$ cat config.mk
export PLATFORM = sky130hd
export DESIGN_NAME = pa_sysmap_cfg
export DESIGN_NICKNAME = d
export VERILOG_FILES = /design/src/rtl/pa_sysmap_cfg.sv
export SDC_FILE = /design/constraint.sdc
export NUM_CORES = 1
export LEC_CHECK = 0
export BUFFER_PORTS_ARGS = -buffer_cell sky130_fd_sc_hd__buf_2
export CAP_MARGIN = 20
export CORE_AREA = 3 3 167 169
export DETAILED_ROUTE_END_ITERATION = 10
export DIE_AREA = 0 0 170 172
export HOLD_SLACK_MARGIN = 0.15
export PLACE_DENSITY = 0.73
export SETUP_SLACK_MARGIN = 0.05
export SKIP_CTS_REPAIR_TIMING = 1
export SYNTH_ARGS = -nofsm -noshare
export SYNTH_HDL_FRONTEND = slang
export SYNTH_SLANG_ARGS = --single-unit
$ cat constraint.sdc
create_clock -name cpuclk -period 8.7 [get_ports cpuclk]
set_input_delay 0.87 -clock cpuclk [delete_from_list [all_inputs] [get_ports cpuclk]]
set_output_delay 0.87 -clock cpuclk [all_outputs]
set_load 0.05 [all_outputs]
$ cat src/rtl/pa_sysmap_cfg.sv
// Sysmap region configuration block: eight base/flag register pairs with
// lock bits, behind a two-cycle request/ack register interface.
module pa_sysmap_cfg #(
  parameter int         ENTRY_NUM = 8,
  parameter logic [4:0] FLG_RST   = 5'b10011
) (
  input  logic        cpuclk,
  input  logic        cpurst,
  input  logic        cfg_req,
  input  logic        cfg_wr,
  input  logic [5:0]  cfg_addr,
  input  logic [31:0] cfg_wdata,
  output logic        cfg_ack,
  output logic        cfg_err,
  output logic [31:0] cfg_rdata,
  output logic [19:0] sysmap_base_addr0_value,
  output logic [19:0] sysmap_base_addr1_value,
  output logic [19:0] sysmap_base_addr2_value,
  output logic [19:0] sysmap_base_addr3_value,
  output logic [19:0] sysmap_base_addr4_value,
  output logic [19:0] sysmap_base_addr5_value,
  output logic [19:0] sysmap_base_addr6_value,
  output logic [19:0] sysmap_base_addr7_value,
  output logic [4:0]  sysmap_flg0_value,
  output logic [4:0]  sysmap_flg1_value,
  output logic [4:0]  sysmap_flg2_value,
  output logic [4:0]  sysmap_flg3_value,
  output logic [4:0]  sysmap_flg4_value,
  output logic [4:0]  sysmap_flg5_value,
  output logic [4:0]  sysmap_flg6_value,
  output logic [4:0]  sysmap_flg7_value,
  output logic        sysmap_cfg_upd
);

  typedef enum logic {
    IDLE = 1'b0,
    ACK  = 1'b1
  } state_e;

  state_e state_q, state_d;

  logic [19:0] base_q [ENTRY_NUM];
  logic [4:0]  flg_q  [ENTRY_NUM];
  logic [ENTRY_NUM-1:0] lock_q;

  logic        ack_q, ack_d;
  logic        err_q, err_d;
  logic        upd_q, upd_d;
  logic [3:0]  raddr_q, raddr_d;

  logic        sample;
  logic [2:0]  ent;
  logic        is_flg;
  logic [19:0] wbase;
  logic [19:0] lo_bound;
  logic [19:0] hi_bound;
  logic        range_ok;
  logic        wr_ok;
  logic        base_we;
  logic        flg_we;
  logic [2:0]  rent;
  logic [31:0] rmux;
  logic        unused;

  assign ent    = cfg_addr[5:3];
  assign is_flg = cfg_addr[2];
  assign wbase  = cfg_wdata[31:12];
  assign unused = ^{cfg_addr[1:0], cfg_wdata[11:8], cfg_wdata[6:5]};

  always_comb begin
    state_d = state_q;
    sample  = 1'b0;
    unique case (state_q)
      IDLE: begin
        if (cfg_req) begin
          state_d = ACK;
          sample  = 1'b1;
        end
      end
      ACK:     state_d = IDLE;
      default: state_d = IDLE;
    endcase
  end

  // Bases must stay monotonic: an entry may not cross either neighbour.
  always_comb begin
    lo_bound = 20'h00000;
    hi_bound = 20'hFFFFF;
    if (ent != 3'd0) lo_bound = base_q[ent - 3'd1];
    if (ent != 3'd7) hi_bound = base_q[ent + 3'd1];
  end

  assign range_ok = (wbase >= lo_bound) && (wbase <= hi_bound);
  assign wr_ok    = cfg_wr && !lock_q[ent] && (is_flg || range_ok);
  assign base_we  = sample && wr_ok && !is_flg;
  assign flg_we   = sample && wr_ok && is_flg;

  always_comb begin
    ack_d   = sample;
    err_d   = sample && cfg_wr && !wr_ok;
    upd_d   = sample && wr_ok;
    raddr_d = raddr_q;
    if (sample) raddr_d = cfg_addr[5:2];
  end

  always_ff @(posedge cpuclk or posedge cpurst) begin
    if (cpurst) begin
      state_q <= IDLE;
      ack_q   <= 1'b0;
      err_q   <= 1'b0;
      upd_q   <= 1'b0;
      raddr_q <= 4'h0;
    end else begin
      state_q <= state_d;
      ack_q   <= ack_d;
      err_q   <= err_d;
      upd_q   <= upd_d;
      raddr_q <= raddr_d;
    end
  end

  always_ff @(posedge cpuclk or posedge cpurst) begin
    if (cpurst) begin
      for (int i = 0; i < ENTRY_NUM; i++) begin
        base_q[i] <= 20'hFFFFF;
        flg_q[i]  <= FLG_RST;
      end
      lock_q <= '0;
    end else begin
      if (base_we) base_q[ent] <= wbase;
      if (flg_we) begin
        flg_q[ent] <= cfg_wdata[4:0];
        if (cfg_wdata[7]) lock_q[ent] <= 1'b1;
      end
    end
  end

  assign rent = raddr_q[3:1];

  always_comb begin
    rmux = {base_q[rent], 12'h000};
    if (raddr_q[0]) rmux = {24'h0, lock_q[rent], 2'b00, flg_q[rent]};
  end

  assign cfg_ack        = ack_q;
  assign cfg_err        = err_q;
  assign sysmap_cfg_upd = upd_q;
  assign cfg_rdata      = ack_q ? rmux : 32'h0;

  assign sysmap_base_addr0_value = base_q[0];
  assign sysmap_base_addr1_value = base_q[1];
  assign sysmap_base_addr2_value = base_q[2];
  assign sysmap_base_addr3_value = base_q[3];
  assign sysmap_base_addr4_value = base_q[4];
  assign sysmap_base_addr5_value = base_q[5];
  assign sysmap_base_addr6_value = base_q[6];
  assign sysmap_base_addr7_value = base_q[7];

  assign sysmap_flg0_value = flg_q[0];
  assign sysmap_flg1_value = flg_q[1];
  assign sysmap_flg2_value = flg_q[2];
  assign sysmap_flg3_value = flg_q[3];
  assign sysmap_flg4_value = flg_q[4];
  assign sysmap_flg5_value = flg_q[5];
  assign sysmap_flg6_value = flg_q[6];
  assign sysmap_flg7_value = flg_q[7];

endmodule

## Yosys cells after proc, flatten, opt, wreduce, memory -nomap -nowiden

Cells that the tools add are included.

| operators by class | value |
|---|---|
| $add $sub $neg | 2 |
| multipliers | 0 |
| div/mod/pow operators | 0 |
| $lt $le $gt $ge | 10 |
| eq/ne operators | 1 |
| shift operators | 0 |
| multiplexer cells | 31 |
| bitwise logic cells | 6 |
| reductions and logical operators | 16 |

Operators by type and width:

| kind | number |
|---|---|
| binary-select mux 20 bit (select 3 bit) | 3 |
| two-way mux 20 bit | 9 |
| bitwise mux 160 bit | 1 |
| two-way mux 32 bit | 2 |
| demux 20 bit (select 3 bit) | 1 |
| bitwise mux 40 bit | 1 |
| >= comparator 20 bit | 1 |
| <= comparator 20 bit | 1 |
| >= comparator 4 bit (second input constant) | 4 |
| inverter 3 -> 4 bit | 4 |
| binary-select mux 5 bit (select 3 bit) | 1 |
| demux 5 bit (select 3 bit) | 1 |
| two-way mux 5 bit | 3 |
| logical AND 1 bit | 10 |
| < comparator 3 x 4 -> 1 bit (second input constant) | 2 |
| OR 8 bit | 1 |
| binary-select mux 1 bit (select 3 bit) | 2 |
| two-way mux 1 bit | 5 |
| < comparator 4 x 1 -> 1 bit (second input constant) | 1 |
| adder 3 x 1 -> 3 bit (second input constant) | 1 |
| demux 1 bit (select 3 bit) | 1 |
| >= comparator 3 x 1 -> 1 bit (second input constant) | 1 |
| zero test 1 bit | 3 |
| inequality test 3 bit (second input constant) | 1 |
| 6 further kinds | 6 |

| storage, ports and cells | value |
|---|---|
| register bits | 216 |
| bits in latches | 0 |
| memory bits (writable) | 0 |
| memory bits (read-only) | 0 |
| input bits | 42 |
| output and inout bits | 235 |
| word-level logic and storage cells | 88 |
| memories | 0 |

## Logic depth before layout (Yosys ltp)

Gate-level depths: netlist (run 1).

| logic depth | value |
|---|---|
| depth after elaboration | 13 |
| depth in mapped cells | 19 |
| mapped depth without buffers | 15 |

## Least setup slack after synthesis (run 1)

OpenSTA, ideal clock, no wires.

| timing | value |
|---|---|
| path kind | input to register |
| from | input cfg_addr[4] |
| to | register base_q (netlist bit sysmap_base_addr5_value[19]) |
| setup time | 85 ps |
| arrival | 5,263 ps |
| data required time | 8,615 ps |
| setup slack | 3,353 ps |
| stages | 18 |
| path buffers | 4 |
| cells stage by stage | clkbuf_1 inv_1 ha_1 xnor2_1 clkbuf_1 buf_1 mux4_2 mux2_2 nand2_1 ha_1 nor2_1 or3_1 o221ai_1 nand3_1 a32oi_2 nand4_1 buf_2 mux2_1 |

| on the way | value |
|---|---|
| word-level cells in the longest chain between the ends | 12 |
| elaborated cells between the ends (all ways) | 32 |
| classes of those cells | add/sub: 2; order compare: 4; eq/ne: 1; mux: 13; bitwise: 3; reduce/logical: 9 |

RTL lines:

| item | RTL line | RTL |
|---|---|---|
| start, declared | 11 | `input logic [5:0] cfg_addr,` |
| subtractor 3 x 1 -> 3 bit / adder 3 x 1 -> 3 bit (equally long branches) | 89, 90 |  |
| inverter 3 -> 4 bit, on equally long branches | 89, 90 |  |
| binary-select mux 20 bit (select 3 bit), on equally long branches | 89, 90 |  |
| two-way mux 20 bit, on equally long branches (3 in series) | 89, 90 |  |
| >= comparator 20 bit / <= comparator 20 bit (equally long branches) | 93 | `assign range_ok = (wbase >= lo_bound) && (wbase <= hi_bound);` |
| logical AND 1 bit | 93 |  |
| logical OR 1 bit | 94 | `assign wr_ok = cfg_wr && !lock_q[ent] && (is_flg \|\| range_ok);` |
| logical AND 1 bit | 94 |  |
| logical AND 1 bit (2 in series) | 95 | `assign base_we = sample && wr_ok && !is_flg;` |
| end signal, assigned by index | 130 | `if (base_we) base_q[ent] <= wbase;` |
| end, declared | 42 | `logic [19:0] base_q [ENTRY_NUM];` |

Parallel ways exist; a longest one is shown, timed or not. The select of a mux whose other input is x is not followed.
A chain may end at the register's enable or synchronous reset.

## Final worst setup path (run 1)

| timing | value |
|---|---|
| from | input cfg_addr[3] |
| to | register base_q (netlist bit sysmap_base_addr6_value[8]) |

The elaborated chain is that of the path after synthesis.

==> summary.md, run 1 <==
| Metric | Value |
|---|---|
| Layout cells sized above 1 | 0.672 |
| Storage cell area | 5620 sq um |
| Die area | 29200 sq um |
| DP Worst Slack | 1.68 ns |
| Critical Path Fanout Max | 51 |
| Top_reg_cell synth | dfstp_2 |
| # IOs | 277 |
| Slew margin rel. | 0.234 |
| Post-synthesis cell area | 13200 sq um |
| Cell mode on critical path | buf_4 |
| DRT iter0 DRCs | 550 |
| Worst setup SP type | input pin |
| Final core utilization | 0.585 |
| Leak | 7.15 nW |
| Critical path type | in -> reg |
| #FFs+latches synth | 215 |
| Seq/Total Area, Yosys | 0.426 |
| Sw Share | 0.341 |
| Drt drc | 0 |
| HPWL Detailed | 24500 um |
| Psw | 0.00108 W |
| EDFF count, synth | 0 |
| Synthesis-to-finish area growth | 18.6% |
| TritonCTS clock tree | built |
| Avg Cell Area, Syn | 13.4 sq um |
| Worst min-delay path class | reg -> reg |
| Final setup vio count | 0 |
| Worst-margin pin slew | 1.15 ns |
| Worst-path clk slew | 0.06 ns |
| Period utilization | 0.724 |
| Seq pwr share | 0.401 |
| Post-route ant nets | 0 |
| Routed len/inst | 23.1 um |
| Main area contributors after synthesis | dfstp_2 (37%), mux2_2 (20%), mux4_2 (16%), dfrtp_1 (5.9%), ha_1 (4.2%) |
| CTS max path bufs | 3 |
| Peak VDD IR | 167 uV |
| Final Hold Viols | 0 |
| Gpl congestion | 0.808 |
| WP buf/inv | 3 |
| Core Area | 26700 sq um |
| Vias in the first global route | 9658 |
| CTS sink count | 215 |
| Setup TNS | 0 ns |
| Clock Power Share | 0.329 |
| Max Slew Vio Count | 0 |
| Area of the multi-input gates | 7250 sq um |
| Setup crit end kind | flop |
| Max Cap Viol | 0 |
| Crit-path cells | buf_4 -> ha_1 -> ha_2 -> buf_4 -> mux4_2 -> a211oi_1 -> ha_1 -> nand4_1 -> or4_1 -> or3_1 -> a32oi_2 -> nand4_1 -> buf_4 -> mux2_1 |
| Most frequent cells in the layout | buf_2 (261), mux2_2 (229), dfstp_2 (184) |
| Initial antenna violation count | 0 |
| Root Driver | clkbuf_16 |
| Nets | 1309 |
| Final Skew | 0.0131 ns |
| Logic pwr share | 0.270 |
| F_max | 159 MHz |
| Total Routing Usage GR | 0.243 |
| Delay-heaviest family, CP | simple AND/OR/NAND/NOR gates |
| Die Wd | 170 um |
| Pwr Total | 0.00318 W |
| Status | finished clean |
| PnR worst setup slack | 2.40 ns |
| Global-route wire length before repair | 55800 um |
| Min Clock Period, post-route | 6.30 ns |
| Cell Int Power | 0.00209 W |
| CTS buffer count | 24 |
| Pin count of the biggest net entering global routing | 138 |
| Warnings from Yosys | 0 |
| Later-pin clock latency in the skew report | 0.52 ns |
| Netlist cell types | 41 |
| H-tree levels | 1 |
| Die height | 172 um |
| Total gr overflow | 0 |
| Post-Route WL | 36500 um |
| Mapped Cells | 985 |
| Leading area contributor after synthesis | dfstp_2 |
| Count of filler cells inserted in the layout | 2182 |
| Antenna diodes | 0 |
| Worst Path Arrival | 6.74 ns |
| Slowest stage delay, CP | 0.69 ns |
| Required time of the critical path | 9.14 ns |
| Initial core utilization | 0.493 |
| Top-area cell type share of the netlist area | 0.367 |
| PwrDens | 203 nW/um^2 |
| Via density | 6.05 |
| RSZ-0062 raised after global routing | no |
| Critical-path top delay cell | nand4_1 |
| Most common library cell in the layout ignoring fill and taps | buf_2 |
| Share of flip-flops with an asynchronous set or reset | 1.00 |
| Via Count | 9569 |
| Number of detailed-route iterations in the first pass | 5 |
| Rows | 60 |
| IO buf count | 262 |
==> cell usage after synthesis, types with 2 or more instances <==
library cell	number
ha_1	44
nand3_1	10
a221oi_1	3
o21ai_0	25
inv_1	8
a21o_1	5
buf_4	6
nand4_1	6
nand2_1	58
o221ai_1	2
a211oi_1	41
mux2_2	229
buf_2	15
a211o_1	2
nand2b_1	2
dfstp_2	184
dfrtp_1	31
nor2_1	62
nor3_1	4
clkbuf_1	39
or3_1	3
buf_1	15
o21bai_1	4
mux2i_1	47
mux4_2	93
a21oi_1	13
o21a_1	2
mux2_1	15
nor2b_1	5
==> area by class of cell <==
class | count | area share
sequential | 215 | 0.359
multi-input combinational | 691 | 0.464
inverter | 9 | 0.00264
clock buffer | 38 | 0.0477
tap | 341 | 0.0273
timing repair buffer | 282 | 0.0945
clock inverter | 5 | 0.00480
==> path summary, 6_finish.rpt <==
| check | startpoint | endpoint | slack, ns | depth (start not counted) |
|---|---|---|---|---|
| max | cfg_addr[3] | sysmap_base_addr6_value[8]$_DFFE_PP1P_ | 2.40 | 14 |
| min | lock_q[0]$_DFFE_PP0P_ | lock_q[0]$_DFFE_PP0P_ | 0.48 | 1 |
| max reg2reg | sysmap_base_addr0_value[18]$_DFFE_PP1P_ | sysmap_base_addr6_value[8]$_DFFE_PP1P_ | 3.68 | 13 |
| min reg2reg | lock_q[0]$_DFFE_PP0P_ | lock_q[0]$_DFFE_PP0P_ | 0.48 | 1 |
| max in group asynchronous | cpurst | sysmap_base_addr5_value[10]$_DFFE_PP1P_ | 6.70 | 3 |
| min in group asynchronous | cpurst | sysmap_flg4_value[3]$_DFFE_PP0P_ | 0.53 | 2 |
==> per-layer routing <==
metal	share of wire	wire (um)	vias to the layer above	global-route usage
met4	0.023	827	0	0.0522
met3	0.075	2740	54	0.0535
li1	-	-	4223	-
met2	0.48	17600	363	0.414
met1	0.42	15300	4929	0.322
met5	0	0	-	0
==> flip-flops by register name (all words and copies together), names as in the netlist, 8 cells and up <==
signal,cells
sysmap_base_addr0_value,20
sysmap_base_addr1_value,20
sysmap_base_addr2_value,20
sysmap_base_addr3_value,20
sysmap_base_addr4_value,20
sysmap_base_addr5_value,20
sysmap_base_addr6_value,20
sysmap_base_addr7_value,20
lock_q,8
==> logic make-up after synthesis <==
logic type      count (synthesis)  synth area share
buf+inv                        84            0.0271
fa+ha+maj                      44            0.0418
xor+xnor                        1          0.000665
compound gates                100            0.0513
other cells                     1          0.000284
mux                           384             0.403
simple gates                  156            0.0503
flops                         215             0.426
==> power by group through the flow <==
| stage | clock network, W | registers, W | logic [W] |
|---|---|---|---|
| global placement | 0 | 0.00128 | 0.000847 |
| detailed placement | 0 | 0.00129 | 0.000858 |
| floorplan | 0 | 0.00151 | 0.000411 |
| CTS | 0.00107 | 0.00127 | 0.000862 |
| global route | 0.00110 | 0.00129 | 0.000909 |
| finish | 0.00105 | 0.00127 | 0.000857 |
==> through the flow <==
step | std cells | hold slack (ns) | instance area (sq um)
after floorplan | 990 | 0.439 | 13200
final | 1581 | 0.476 | 15600
after CTS | 1579 | 0.479 | 15600
after global routing | 1581 | 0.499 | 15600
after detailed placement | 1536 | 0.465 | 14800
after global placement | 1536 | 0.456 | 14800
Note: power is estimated with default switching activity, not from simulation.
==> run 2: changes to the inputs <==
==> constraint.sdc (replaced) <==
create_clock -name cpuclk -period 6 [get_ports cpuclk]
set_input_delay 0.6 -clock cpuclk [delete_from_list [all_inputs] [get_ports cpuclk]]
set_output_delay 0.6 -clock cpuclk [all_outputs]
set_load 0.05 [all_outputs]
==> summary.md, run 2 (synthesized netlist as in run 1, its figures left out) <==
| Metric | Value |
|---|---|
| Period utilization | 0.849 |
| Most common library cell in the layout ignoring fill and taps | buf_2 |
| Max Slew Vio Count | 0 |
| Critical-path top delay cell | ha_2 |
| Setup crit end kind | flop |
| Via density | 6.06 |
| Die area | 29200 sq um |
| # IOs | 277 |
| Final Non-Filler Cells | 1587 |
| Peak VDD IR | 212 uV |
| Critical path type | in -> reg |
| Die height | 172 um |
| Gpl congestion | 0.822 |
| Setup TNS | 0 ns |
| Initial core utilization | 0.493 |
| Post-route ant nets | 0 |
| Max Cap Viol | 0 |
| RSZ-0062 raised after global routing | no |
| Slowest stage delay, CP | 0.69 ns |
| Rows | 60 |
| Pwr Total | 0.00459 W |
| Synthesis-to-finish area growth | 18.8% |
| Final setup vio count | 0 |
| CTS buffer count | 24 |
| Status | finished clean |
| Count of filler cells inserted in the layout | 2220 |
| Layout cells sized above 1 | 0.676 |
| PwrDens | 293 nW/um^2 |
| R2R setup slack | 1.64 ns |
| Worst min-delay path class | in -> async |
| H-tree levels | 1 |
| Slew margin rel. | 0.273 |
| Die Wd | 170 um |
| Via Count | 9620 |
| Reg-to-Reg End | sysmap_base_addr1_value[16]$_DFFE_PP1P_ |
| HPWL Detailed | 24700 um |
| Vias in the first global route | 9735 |
| Critical Path Fanout Max | 24 |
| Later-pin clock latency in the skew report | 0.52 ns |
| Initial antenna violation count | 1 |
| Pin count of the biggest net entering global routing | 139 |
| Final Hold Viols | 0 |
| Total Routing Usage GR | 0.250 |
| Most frequent cells in the layout | buf_2 (261), mux2_2 (229), dfstp_2 (184) |
| TritonCTS clock tree | built |
| Core Area | 26700 sq um |
| Leak | 7.17 nW |
| CTS sink count | 215 |
| Worst Path Arrival | 5.53 ns |
| Min Clock Period, post-route | 5.09 ns |
| Crit-path cells | buf_2 -> ha_1 -> ha_2 -> buf_4 -> nor2_1 -> a211oi_1 -> a211oi_1 -> ha_1 -> nand3_1 -> or3_1 -> or4_1 -> or3_1 -> a32oi_2 -> nand4_1 -> buf_4 -> mux2_1 |
| Global-route wire length before repair | 57300 um |
| CTS max path bufs | 3 |
| Number of detailed-route iterations in the first pass | 5 |
| Post-Route WL | 37400 um |
| R2R cell count | 13 |
| Worst-path clk slew | 0.06 ns |
| Worst-margin pin slew | 1.09 ns |
| Total gr overflow | 0 |
| Required time of the critical path | 6.44 ns |
| Routed len/inst | 23.6 um |
| Final Skew | 0.0112 ns |
| Worst setup SP type | input pin |
| Nets | 1313 |
| F_max | 196 MHz |
| Worst reg2reg startpoint | sysmap_base_addr1_value[19]$_DFFE_PP1P_ |
| Drt drc | 0 |
| Dpl cells | 1541 |
| Root Driver | clkbuf_16 |
| DRT iter0 DRCs | 586 |
| IO buf count | 262 |
[run 2: layout make-up]
type / instances / area (sq um) / share of cell area
inverter: 9 / 37.5 / 0.00240
timing repair buffer: 286 / 1520 / 0.0969
tap: 341 / 427 / 0.0273
multi-input combinational: 691 / 7250 / 0.463
sequential: 215 / 5620 / 0.359
antenna: 1 / 2.50 / 0.000160
clock buffer: 33 / 706 / 0.0451
clock inverter: 11 / 105 / 0.00671
[run 2: metal layers]
layer / routed length (um) / GRT usage
met1: 15500 / 0.332
met2: 18300 / 0.416
met3: 3030 / 0.0686
met4: 631 / 0.0554
met5: 0 / 0
[run 2: through the flow]
step                      setup WS, ns  utilization  hold WS, ns  instance area [sq um]
after global placement           0.503        0.555        0.459                  14800
after global routing             0.670        0.586        0.345                  15700
after floorplan                  0.923            -        0.439                  13200
after CTS                        0.953        0.586        0.332                  15600
after detailed placement         0.432        0.555        0.470                  14800
final                            0.909        0.586        0.221                  15700
[run 2: critical path, delay by kind of cell]
family                     cells  cell delay, ns
buffers and inverters          3            0.81
and+or+nand+nor                6            1.63
AOI/OAI and AO/OA              3            0.86
adders and majority gates      3            1.22
muxes                          1            0.36
[run 2: how the worst max path moves through the flow]
stage / startpoint / end / depth (start not counted) / slack [ns]
3_3_place_gp: cfg_addr[4] / sysmap_base_addr1_value[5]$_DFFE_PP1P_ / 16 / 0.50
2_1_floorplan: cfg_addr[4] / sysmap_base_addr5_value[19]$_DFFE_PP1P_ / 18 / 0.92
3_5_place_dp: cfg_addr[4] / sysmap_base_addr1_value[5]$_DFFE_PP1P_ / 16 / 0.43
6_report: cfg_addr[4] / sysmap_base_addr1_value[16]$_DFFE_PP1P_ / 16 / 0.91
4_1_cts: cfg_addr[4] / sysmap_base_addr1_value[5]$_DFFE_PP1P_ / 16 / 0.95
5_1_grt: cfg_addr[4] / sysmap_base_addr5_value[3]$_DFFE_PP1P_ / 16 / 0.67
[run 2: power by group]
group | switching (W) | leakage [nW] | total [W] | internal (W)
Clock | 0.000597 | 0.411 | 0.00150 | 0.000906
Sequential | 0.000190 | 2.30 | 0.00185 | 0.00166
Combinational | 0.000801 | 4.46 | 0.00125 | 0.000445
==> run 3: changes to the inputs <==
--- a/config.mk
+++ b/config.mk
@@ -11,7 +11,7 @@
 export DETAILED_ROUTE_END_ITERATION = 10
 export DIE_AREA = 0 0 170 172
 export HOLD_SLACK_MARGIN = 0.15
-export PLACE_DENSITY = 0.73
+export PLACE_DENSITY = 0.76
 export SETUP_SLACK_MARGIN = 0.05
 export SKIP_CTS_REPAIR_TIMING = 1
 export SYNTH_ARGS = -nofsm -noshare
==> constraint.sdc (replaced) <==
create_clock -name cpuclk -period 4.3 [get_ports cpuclk]
set_input_delay 0.43 -clock cpuclk [delete_from_list [all_inputs] [get_ports cpuclk]]
set_output_delay 0.43 -clock cpuclk [all_outputs]
set_load 0.05 [all_outputs]
==> summary.md, run 3 (synthesized netlist as in run 1, its figures left out) <==
| Metric | Value |
|---|---|
| Die area | 29200 sq um |
| Setup TNS | 0 ns |
| Post-route cell area | 16300 sq um |
| Critical Path Fanout Max | 10 |
| Worst Path Arrival | 4.62 ns |
| Most common library cell in the layout ignoring fill and taps | buf_2 |
| Vias in the first global route | 10200 |
| RSZ-0062 raised after global routing | no |
| Sw Share | 0.341 |
| Crit path from | cfg_addr[3] |
| Final Hold Viols | 0 |
| Critical path type | in -> reg |
| TritonCTS clock tree | built |
| Peak VDD IR | 394 uV |
| Clock Power Share | 0.328 |
| Cell mode on critical path | buf_12 |
| Via density | 6.15 |
| H-tree levels | 1 |
| Min Clock Period, post-route | 4.19 ns |
| Status | finished clean |
| Initial antenna violation count | 2 |
| Worst setup SP type | input pin |
| Via Count | 9997 |
| Max Slew Vio Count | 0 |
| Post-route ant nets | 0 |
| Slew margin rel. | 0.312 |
| Crit-path cells | buf_4 -> ha_2 -> ha_4 -> buf_12 -> mux4_2 -> a211oi_2 -> ha_1 -> nand3_2 -> or3_4 -> or4_4 -> or3_4 -> a32oi_4 -> buf_12 -> nand4_1 -> buf_6 -> buf_12 -> mux2_1 |
| Seq pwr share | 0.392 |
| Core Area | 26700 sq um |
| HPWL Detailed | 26000 um |
| Pwr Total | 0.00658 W |
| PwrDens | 404 nW/um^2 |
| Synthesis-to-finish area growth | 23.7% |
| Cell Int Power | 0.00434 W |
| CTS sink count | 215 |
| IO buf count | 262 |
| Dpl cells | 1573 |
| Critical-path top delay cell | or4_4 |
| CTS buffer count | 24 |
| Layout cells sized above 1 | 0.698 |
| Final Skew | 0.0168 ns |
| Period utilization | 0.974 |
| Max Cap Viol | 0 |
| DRT iter0 DRCs | 616 |
| Worst reg2reg startpoint | sysmap_base_addr0_value[19]$_DFFE_PP1P_ |
| Number of detailed-route iterations in the first pass | 6 |
| Rows | 60 |
| CTS max path bufs | 3 |
| Final setup vio count | 0 |
| Post-Route WL | 38600 um |
| Setup crit end kind | flop |
| Worst-path clk slew | 0.06 ns |
| Leak | 7.48 nW |
| Most frequent cells in the layout | buf_2 (261), mux2_2 (229), dfstp_2 (184) |
| Required time of the critical path | 4.73 ns |
| F_max | 239 MHz |
| Psw | 0.00225 W |
| Nets | 1352 |
| Global-route wire length before repair | 57900 um |
| Worst-margin pin slew | 1.03 ns |
| Reg-to-Reg End | sysmap_base_addr5_value[3]$_DFFE_PP1P_ |
| R2R setup slack | 0.19 ns |
| Cell depth of the worst hold path | 2 |
| Worst min-delay path class | in -> reg |
| Gpl congestion | 0.845 |
| Final core utilization | 0.610 |
| Initial core utilization | 0.493 |
| Delay-heaviest family, CP | simple AND/OR/NAND/NOR gates |
| Final Non-Filler Cells | 1626 |
| Total Routing Usage GR | 0.251 |
| Total gr overflow | 0 |
| Die height | 172 um |
| Root Driver | clkbuf_16 |
| Logic pwr share | 0.280 |
| Hold wc startpoint | cfg_wr |
| WP buf/inv | 5 |
| R2R cell count | 15 |
| Routed len/inst | 23.7 um |
| Pin count of the biggest net entering global routing | 106 |
| Later-pin clock latency in the skew report | 0.52 ns |
| Drt drc | 0 |
| Area after DPL | 15200 sq um |
| Min-Delay Endpoint | cfg_err$_DFF_PP0_ |
| # IOs | 277 |
| Die Wd | 170 um |
| Slowest stage delay, CP | 0.54 ns |
[run 3: cell types whose count changed in the layout (fill, tap and decap cells not counted), moves of 4 or more]
cell       previous run  this run
a211oi_1             41        31
a211oi_2              0        10
clkbuf_16            25        29
clkinv_2              9         5
buf_4                22        43
buf_12                2        11
buf_6                 0         5
[run 3: layout make-up]
type	instances	area, sq um
fillers	2085	10400
multi-input cells	691	7350
flip-flops and latches	215	5620
repair buffers	325	2020
clock buffers	36	758
well taps	341	427
clock inverters	8	92.6
inverters	9	37.5
diodes	1	2.50
[run 3: worst max-delay path by stage]
| stage | end | slack (ns) | depth (start not counted) |
|---|---|---|---|
| 6_report | sysmap_base_addr5_value[3]$_DFFE_PP1P_ | 0.11 | 17 |
| 4_1_cts | sysmap_base_addr5_value[3]$_DFFE_PP1P_ | -0.007 | 15 |
| 3_5_place_dp | sysmap_base_addr5_value[19]$_DFFE_PP1P_ | -0.54 | 15 |
| 2_1_floorplan | sysmap_base_addr6_value[8]$_DFFE_PP1P_ | 0.03 | 16 |
| 3_3_place_gp | sysmap_base_addr1_value[6]$_DFFE_PP1P_ | -0.45 | 15 |
| 5_1_grt | sysmap_base_addr5_value[3]$_DFFE_PP1P_ | 0.03 | 17 |
[run 3: metrics by stage]
step	hold WS, ns	setup WS, ns
finish	0.174	0.111
floorplan	0.439	0.0328
detailed placement	0.474	-0.544
global route	0.192	0.0293
global placement	0.460	-0.448
CTS	0.0889	-0.00679
[run 3: power by group through the flow]
stage | registers (W) | logic [W] | clock network, W
6_report | 0.00258 | 0.00184 | 0.00216
4_1_cts | 0.00258 | 0.00181 | 0.00220
3_3_place_gp | 0.00259 | 0.00177 | 0
5_1_grt | 0.00261 | 0.00195 | 0.00228
2_1_floorplan | 0.00306 | 0.000847 | 0
3_5_place_dp | 0.00260 | 0.00180 | 0
[run 3: routing by layer]
layer	track usage	part of all wire	up-vias
met5	0	0.00034	-
met2	0.425	0.49	452
met1	0.325	0.40	5136
met3	0.0512	0.082	82
met4	0.0864	0.033	2
li1	-	-	4325
